===== src/rtl/uart_tx_result_fifo.sv =====
// Result byte queue feeding uart_tx: buffers up to 2**ADDR_BITS bytes and sequences
// them out over the tx_start / tx_done_tick handshake.
module uart_tx_result_fifo #(
    parameter int unsigned NB_BITS   = 8,
    parameter int unsigned ADDR_BITS = 2
) (
    input  logic                 clk,
    input  logic                 reset,
    input  logic [NB_BITS-1:0]   i_data,
    input  logic                 i_push,
    input  logic                 i_tx_done,
    output logic                 o_tx_start,
    output logic [NB_BITS-1:0]   o_tx_data,
    output logic                 o_full,
    output logic                 o_empty,
    output logic [ADDR_BITS:0]   o_count,
    output logic                 o_overflow
);

    localparam int unsigned           Depth    = 1 << ADDR_BITS;
    localparam logic [ADDR_BITS:0]    DepthCnt = (ADDR_BITS+1)'(Depth);

    typedef enum logic [1:0] {StIdle, StStart, StWait} state_e;

    state_e                 state_q, state_d;
    logic [NB_BITS-1:0]     mem [Depth];
    logic [ADDR_BITS-1:0]   wr_ptr_q, wr_ptr_d;
    logic [ADDR_BITS-1:0]   rd_ptr_q, rd_ptr_d;
    logic [ADDR_BITS:0]     count_q, count_d;
    logic [NB_BITS-1:0]     tx_data_q, tx_data_d;
    logic                   overflow_q, overflow_d;
    logic                   full, push_ok, pop;

    assign full    = (count_q == DepthCnt);
    // Full is taken from the registered count, so a same-cycle pop never frees a slot.
    assign push_ok = i_push && !full;
    assign pop     = (state_q == StWait) && i_tx_done;

    always_comb begin
        wr_ptr_d   = wr_ptr_q;
        rd_ptr_d   = rd_ptr_q;
        count_d    = count_q;
        overflow_d = overflow_q | (i_push & full);
        if (push_ok) wr_ptr_d = wr_ptr_q + ADDR_BITS'(1);
        if (pop)     rd_ptr_d = rd_ptr_q + ADDR_BITS'(1);
        case ({push_ok, pop})
            2'b10:   count_d = count_q + (ADDR_BITS+1)'(1);
            2'b01:   count_d = count_q - (ADDR_BITS+1)'(1);
            default: count_d = count_q;
        endcase
    end

    // The head byte stays counted until its frame is done; it is popped from WAIT.
    always_comb begin
        state_d   = state_q;
        tx_data_d = tx_data_q;
        unique case (state_q)
            StIdle: begin
                if (count_q != '0) begin
                    state_d   = StStart;
                    tx_data_d = mem[rd_ptr_q];
                end
            end
            StStart: state_d = StWait;
            StWait:  if (i_tx_done) state_d = StIdle;
            default: state_d = StIdle;
        endcase
    end

    always_ff @(posedge clk) begin
        if (reset) begin
            state_q    <= StIdle;
            wr_ptr_q   <= '0;
            rd_ptr_q   <= '0;
            count_q    <= '0;
            tx_data_q  <= '0;
            overflow_q <= 1'b0;
        end else begin
            state_q    <= state_d;
            wr_ptr_q   <= wr_ptr_d;
            rd_ptr_q   <= rd_ptr_d;
            count_q    <= count_d;
            tx_data_q  <= tx_data_d;
            overflow_q <= overflow_d;
        end
    end

    always_ff @(posedge clk) begin
        if (!reset && push_ok) mem[wr_ptr_q] <= i_data;
    end

    assign o_tx_start = (state_q == StStart);
    assign o_tx_data  = tx_data_q;
    assign o_full     = full;
    assign o_empty    = (count_q == '0);
    assign o_count    = count_q;
    assign o_overflow = overflow_q;

endmodule

===== config.mk =====
export PLATFORM = sky130hd
export DESIGN_NAME = uart_tx_result_fifo
export DESIGN_NICKNAME = d
export VERILOG_FILES = /design/src/rtl/uart_tx_result_fifo.sv
export SDC_FILE = /design/constraint.sdc
export NUM_CORES = 1
export LEC_CHECK = 0
export BUFFER_PORTS_ARGS = -buffer_cell sky130_fd_sc_hd__buf_2
export CAP_MARGIN = 15
export CORE_MARGIN = 3
export CORE_UTILIZATION = 50
export DETAILED_ROUTE_END_ITERATION = 16
export GPL_TIMING_DRIVEN = 1
export PLACE_DENSITY = 0.71
export SLEW_MARGIN = 20
export SYNTH_ARGS = -nofsm -noshare
export SYNTH_HDL_FRONTEND = slang
export SYNTH_SLANG_ARGS = --single-unit

===== constraint.sdc =====
create_clock -name clk -period 2.1 [get_ports clk]
set_clock_uncertainty 0.05 [all_clocks]
set_input_delay 0.42 -clock clk [delete_from_list [all_inputs] [get_ports clk]]
set_output_delay 0.42 -clock clk [all_outputs]
set_load 0.02 [all_outputs]

==> flow_summary.toml, run 1 <==
[run_status]
outcome = "finished, final reports clean"

[floorplan]
ios = 27
rows = 22
die_h_um = 68.4
start_util_pct = 52.4
dieArea_um2 = 4680
core_um2 = 3720
dieWidth_um = 68.4

[clock_network]
path_clk_slew_ps = 80
htree_levels = 2
cts_tree = "built"
insertion_delay_ps = 300
cts_setup_buffers = 0
clockBufferDepth = 2
post_cts_resized = 0
cts_sinks = 50
postCtsHoldBufs = 0
cts_buffers = 5
cts-root-buf = "clkbuf_8"

[min_path]
hold_depth = 1
whs_endpoint = "mem[0][7]$_DFFE_PP_"
hp-class = "in2reg"
hp-start = "i_data[7]"

[logic_synthesis]
syn_avg_cell_area_um2 = 16.3
synth_edf_count = 32
synth_top_area_cell = "edfxtp_1"
syn_inst = 119
netlist_area_um2 = 1950
synth-seq-cells = 50
yosys_warnings = 0
synth_commonest_cells = "edfxtp_1 (32), dfxtp_1 (18), a22o_1 (8), mux4_2 (8), nor2_1 (8)"
syn_nets = 137
yosysMostFrequentCell = "edfxtp_1"
async_reset_ff_share_pct = 0
yosysSeqAreaShare_pct = 67.9
synth_cell_type_count = 27
synth_top_cell_area_share_pct = 49.4
ys_top_cells_by_area = "edfxtp_1 (49%), dfxtp_1 (19%), mux4_2 (9.3%)"
synthFlopType = "edfxtp_1"

[setup_path]
critPathRequiredTime_ps = 2280
r2r_slack_ps = 90
worstPathCellList = "nor3b_4 > nand2b_4 > ha_2 > inv_1 > fa_2 > xor2_1 > or3_1 > a21oi_1"
critical-path-max-stage-delay_ps = 360
path_buf_inv = 1
rr_endpoint = "o_count[2]$_SDFFE_PP0P_"
crit_slowest_cell = "dfxtp_2"
worstSetupEndpointType = "flop"
regToRegStartpoint = "o_count[1]$_SDFFE_PP0P_"
cp_top_family = "simple AND/OR/NAND/NOR gates"
crit_fanout = 5
worst-setup-path-type = "reg2reg"
cp.arrival_ps = 2190
worstSetupStartpointType = "flop"
worst-r2r-cell-count = 8

[finish]
fill_cells = 300
areaGrowthSynthToFinish_pct = 16.4
final-seq-area_um2 = 1330
drive_above_1_share_pct = 36.4
multi_input_area_um2 = 598
nNetsFinal = 171
antennaDiodeCount = 0
utilization_pct = 60.9

[drt]
antenna_left = 0
viasPerCell = 5.43
drtIter0Drc = 67
dr.pass1.iters = 4
totalWireLength_um = 3330
routedWlPerCell_um = 16.5
vias = 1097
drc = 0

[placed_design]
hpwl_um = 2380
portBuffers = 26
gp_congestion = 0.712
place_ws_ps = 48.5

[power]
switching_power_uw = 525
seqPwrFrac_pct = 57.1
p_comb_share_pct = 15.4
total_leakage_power_nw = 0.840
clock_power_share_pct = 27.6
power.total_mw = 2.03
vdd_ir_drop_max_uv = 494
power.density_nw_per_um2 = 896
power.internal_mw = 1.51
sw_frac_of_total_pct = 25.9

[timing]
max_slew_margin_pct = 60.6
layout_setup_ws_ps = 89.2
setup_viol = 0
rsz0062_at_grt = "false"
worst_slew_pin_slew_ps = 586
slew_viol_final = 0
clock.fmax_mhz = 497
hold_viol_final = 0
post-route-period-util_pct = 95.8
period_minus_slack_ps = 2010

[global_route]
globalRouteOverflowTotal = 0
grt_pass1_wl_um = 5350
grt_max_degree = 15
antenna_found_initial = 0
grt_pass1_vias = 1169
globalRouteTotalUtil_pct = 16.8

[job]
maxCapViolations = 0
[metrics by stage]
stage	TNS (ps)	cells	hold WS [ps]	area, um^2
finish	0	202	282	2260
global route	0	202	271	2260
CTS	0	202	273	2260
detailed placement	0	194	411	2160
global placement	0	194	401	2160
floorplan	-40.0	119	437	1960
[per-layer routing]
| metal | routed length, um | track usage [%] |
|---|---|---|
| met1 | 1360 | 19.2 |
| met2 | 1760 | 28.1 |
| met3 | 139 | 6.40 |
| met4 | 70 | 7.20 |
| met5 | 0 | 0 |
[sequential cells by signal, indices dropped and copies added, names as in the netlist]
name / flops
mem: 32
rd_ptr_q: 2
wr_ptr_q: 2
o_tx_data: 8
state_q: 2
o_overflow: 1
o_count: 3
[how the worst max path moves through the flow]
stage                       startpoint                       to  slack (ps)  cells after the start
2_1_floorplan  o_count[2]$_SDFFE_PP0P_  o_count[2]$_SDFFE_PP0P_         -40                      8
6_report       o_count[1]$_SDFFE_PP0P_  o_count[2]$_SDFFE_PP0P_          90                      8
4_1_cts        state_q[1]$_SDFFE_PP0P_  o_count[2]$_SDFFE_PP0P_          50                      7
5_1_grt        o_count[1]$_SDFFE_PP0P_  o_count[2]$_SDFFE_PP0P_           2                      8
3_5_place_dp                 i_tx_done  o_count[2]$_SDFFE_PP0P_          50                      8
3_3_place_gp                 i_tx_done  o_count[2]$_SDFFE_PP0P_         140                      8
[logic make-up after synthesis]
group | after synthesis | synth area share, %
xor+xnor | 4 | 1.80
mux | 8 | 9.26
compound gates | 17 | 6.17
buf+inv | 10 | 2.32
flops | 50 | 67.9
fa+ha+maj | 6 | 4.24
simple gates | 24 | 8.30
[worst register-to-register path, cell delays in order (launching register included)]
cell and delay, ps:
dfxtp_2 360, nor3b_4 210, nand2b_4 160, ha_2 180, inv_1 50, fa_2 340
xor2_1 150, or3_1 310, a21oi_1 130
[power groups by stage]
stage	registers [mW]	logic [mW]	clock network (mW)
3_5_place_dp	1.18	0.314	0
2_1_floorplan	1.22	0.163	0
4_1_cts	1.16	0.317	0.575
5_1_grt	1.17	0.345	0.628
3_3_place_gp	1.17	0.306	0
6_report	1.16	0.312	0.560
[cells in the final DEF (no fill, tap or decap), drive strengths merged, types with 2 or more instances in the layout]
cell type / synthesis / routed
a21oi: 5 / 5
a22o: 8 / 8
and2: 4 / 4
buf: 1 / 30
clkbuf: 2 / 7
dfxtp: 18 / 18
edfxtp: 32 / 32
ha: 5 / 5
inv: 7 / 7
mux4: 8 / 8
nor2: 8 / 8
nor3: 2 / 2
nor3b: 2 / 2
o21ai: 3 / 3
or3: 2 / 2
xor2: 3 / 3
[area by class of cell]
type                            count  area share [%]
Inverter                            7            1.16
Clock buffer                        7            3.81
Clock inverter                      1           0.221
Multi-Input combinational cell     59            26.4
Sequential cell                    50            58.7
Tap cell                           48            2.65
Timing Repair Buffer               30            7.07
No activity file was read; power rests on OpenSTA's default activity.
==> inputs of run 2 (changes only) <==
ABC_AREA = 1   (was not set)
CORE_UTILIZATION = 51   (was 50)
CTS_CLUSTER_SIZE = 28   (was not set)
==> run 2 against run 1 <==
Clock power is 23% higher. Area after synthesis is 16% higher. Sequential cell count stayed put. Sequential power hardly changed. Largest cell class unchanged. Clock-buffer cell count stayed put. Power is 8.3% higher. Final cell count is 67% higher. Routed wire length is 14% higher. Critical path depth is 4 higher.
==> flow_summary.toml, run 2 <==
[run_status]
outcome = "finished, final reports clean"

[power]
power.density_nw_per_um2 = 859
total_leakage_power_nw = 1.25
vdd_ir_drop_max_uv = 520

[finish]
top_register = "mem"
layout_common_cells = "nand2_1 (59), inv_1 (56), edfxtp_1 (32)"
multi_input_area_um2 = 647
final-seq-area_um2 = 1320
areaGrowthSynthToFinish_pct = 13.4
nNetsFinal = 304
finalInstanceArea_um2 = 2560
utilization_pct = 61.8
antennaDiodeCount = 0
layout_commonest_cell = "nand2_1"
drive_above_1_share_pct = 18.8
fill_cells = 366
largest_reg_flops = 32

[timing]
post-route-period-util_pct = 87.4
setup_viol = 0
slew_viol_final = 0
max_slew_margin_pct = 65.5
period_minus_slack_ps = 1840
fin_hold_ws_ps = 276
clock.fmax_mhz = 545
hold_viol_final = 0
setup_tns_ps = 0
worst_slew_pin_slew_ps = 517
rsz0062_at_grt = "false"

[logic_synthesis]
synth-seq-cells = 50
netlist_area_um2 = 2260
synth_cell_type_count = 21
syn_inst = 252
synth_top_area_cell = "edfxtp_1"
synth_edf_count = 32
yosys_warnings = 0
ys_top_cells_by_area = "edfxtp_1 (43%), dfxtp_1 (16%), nand2_1 (9.8%)"
synthFlopType = "edfxtp_1"
synth_commonest_cells = "nand2_1 (59), inv_1 (56), edfxtp_1 (32)"
syn_nets = 270
yosysMostFrequentCell = "nand2_1"
synth_top_cell_area_share_pct = 42.6
async_reset_ff_share_pct = 0
syn_avg_cell_area_um2 = 8.96
yosysSeqAreaShare_pct = 58.5

[setup_path]
critical-path-max-stage-delay_ps = 380
path_buf_inv = 3
worst-setup-path-type = "reg2reg"
crit_slowest_cell = "fa_1"
cp_top_family = "simple AND/OR/NAND/NOR gates"
critPathRequiredTime_ps = 2250
crit_fanout = 5
worstSetupEndpointType = "flop"
worstPathCellList = "inv_2 > nand3_1 > nand2_1 > ha_1 > inv_1 > fa_1 > inv_1 > nand2_1 > nand3_1 > nand2_1 > nand2_1 > nor2_1"
worstSetupStartpointType = "flop"
cp.arrival_ps = 1990
worst-r2r-cell-count = 12
crit_top_cell = "nand2_1"
path_depth = 12

[drt]
totalWireLength_um = 3790
drtIter0Drc = 49
viasPerCell = 4.55
routedWlPerCell_um = 11.3
vias = 1532
antenna_left = 0
drc = 0
dr.pass1.iters = 4

[clock_network]
htree_levels = 2
cts_tree = "built"
cts_sinks = 50
insertion_delay_ps = 300
postCtsHoldBufs = 0
clockBufferDepth = 2
post_cts_resized = 0
cts_buffers = 5
cts_setup_buffers = 0
cts-root-buf = "clkbuf_8"
path_clk_slew_ps = 90

[global_route]
globalRouteOverflowTotal = 0
globalRouteTotalUtil_pct = 16.6
antenna_found_initial = 0
grt_max_degree = 20
grt_pass1_vias = 1481
grt_pass1_wl_um = 6640

[floorplan]
rows = 23
dieWidth_um = 72.5
ios = 27
dieArea_um2 = 5260
start_util_pct = 54.5
die_h_um = 72.5
core_um2 = 4140

[placed_design]
dpl_cell_area_um2 = 2440
portBuffers = 26
gp_congestion = 0.738
hpwl_um = 2520

[min_path]
hold_depth = 1
hp-class = "in2reg"

[job]
maxCapViolations = 0
## run 2: cell count changes in the layout (fill, tap and decap cells not counted), moves of 4 or more
cell and delta:
and2_1 -4, nand2_2 +8, mux4_2 -8, inv_1 +49, a22o_1 -8, dfxtp_1 +4, nor2_1 +18, nand2_1 +59
nand3_1 +22
## run 2: metal layers
metal / up-vias / global-route usage (%) / share of wire (%)
met5: - / 0 / 0
met3: 5 / 3.32 / 3.7
met4: 0 / 6.76 / 1.1
met1: 672 / 19.7 / 45
met2: 23 / 29.4 / 50
li1: 832 / - / -
## run 2: stage by stage
stage / setup slack [ps] / total power [mW] / std cells
after global routing: 52.3 / 2.33 / 337
final: 265 / 2.20 / 337
after global placement: 307 / 1.54 / 329
after CTS: 261 / 2.22 / 337
after floorplan: 326 / 1.44 / 252
after detailed placement: 265 / 1.54 / 329
## run 2: cell families after synthesis
kind of cell / Yosys count / share of synthesized area [%]
and+or+nand+nor: 118 / 22.2
buffers and inverters: 66 / 12.8
DFF: 50 / 58.5
AOI/OAI and AO/OA: 12 / 2.77
adders and majority gates: 6 / 3.66
## run 2: final timing paths
| check | slack [ps] | startpoint | end |
|---|---|---|---|
| max | 260 | o_count[1]$_SDFFE_PP0P_ | o_count[2]$_SDFFE_PP0P_ |
| min | 280 | i_data[2] | mem[3][2]$_DFFE_PP_ |
| max reg2reg | 260 | o_count[1]$_SDFFE_PP0P_ | o_count[2]$_SDFFE_PP0P_ |
| min reg2reg | 400 | o_overflow$_SDFF_PP0_ | o_overflow$_SDFF_PP0_ |
## run 2: final cells by class
class | count | share of cell area [%]
Sequential cell | 50 | 51.6
Multi-Input combinational cell | 136 | 25.3
Inverter | 60 | 8.99
Timing Repair Buffer | 33 | 7.14
Clock buffer | 7 | 3.37
Tap cell | 50 | 2.44
Clock inverter | 1 | 1.17
## run 2: power by group
part           internal, mW  switching [mW]
logic                 0.125           0.241
registers              1.11          0.0357
clock network         0.388           0.298
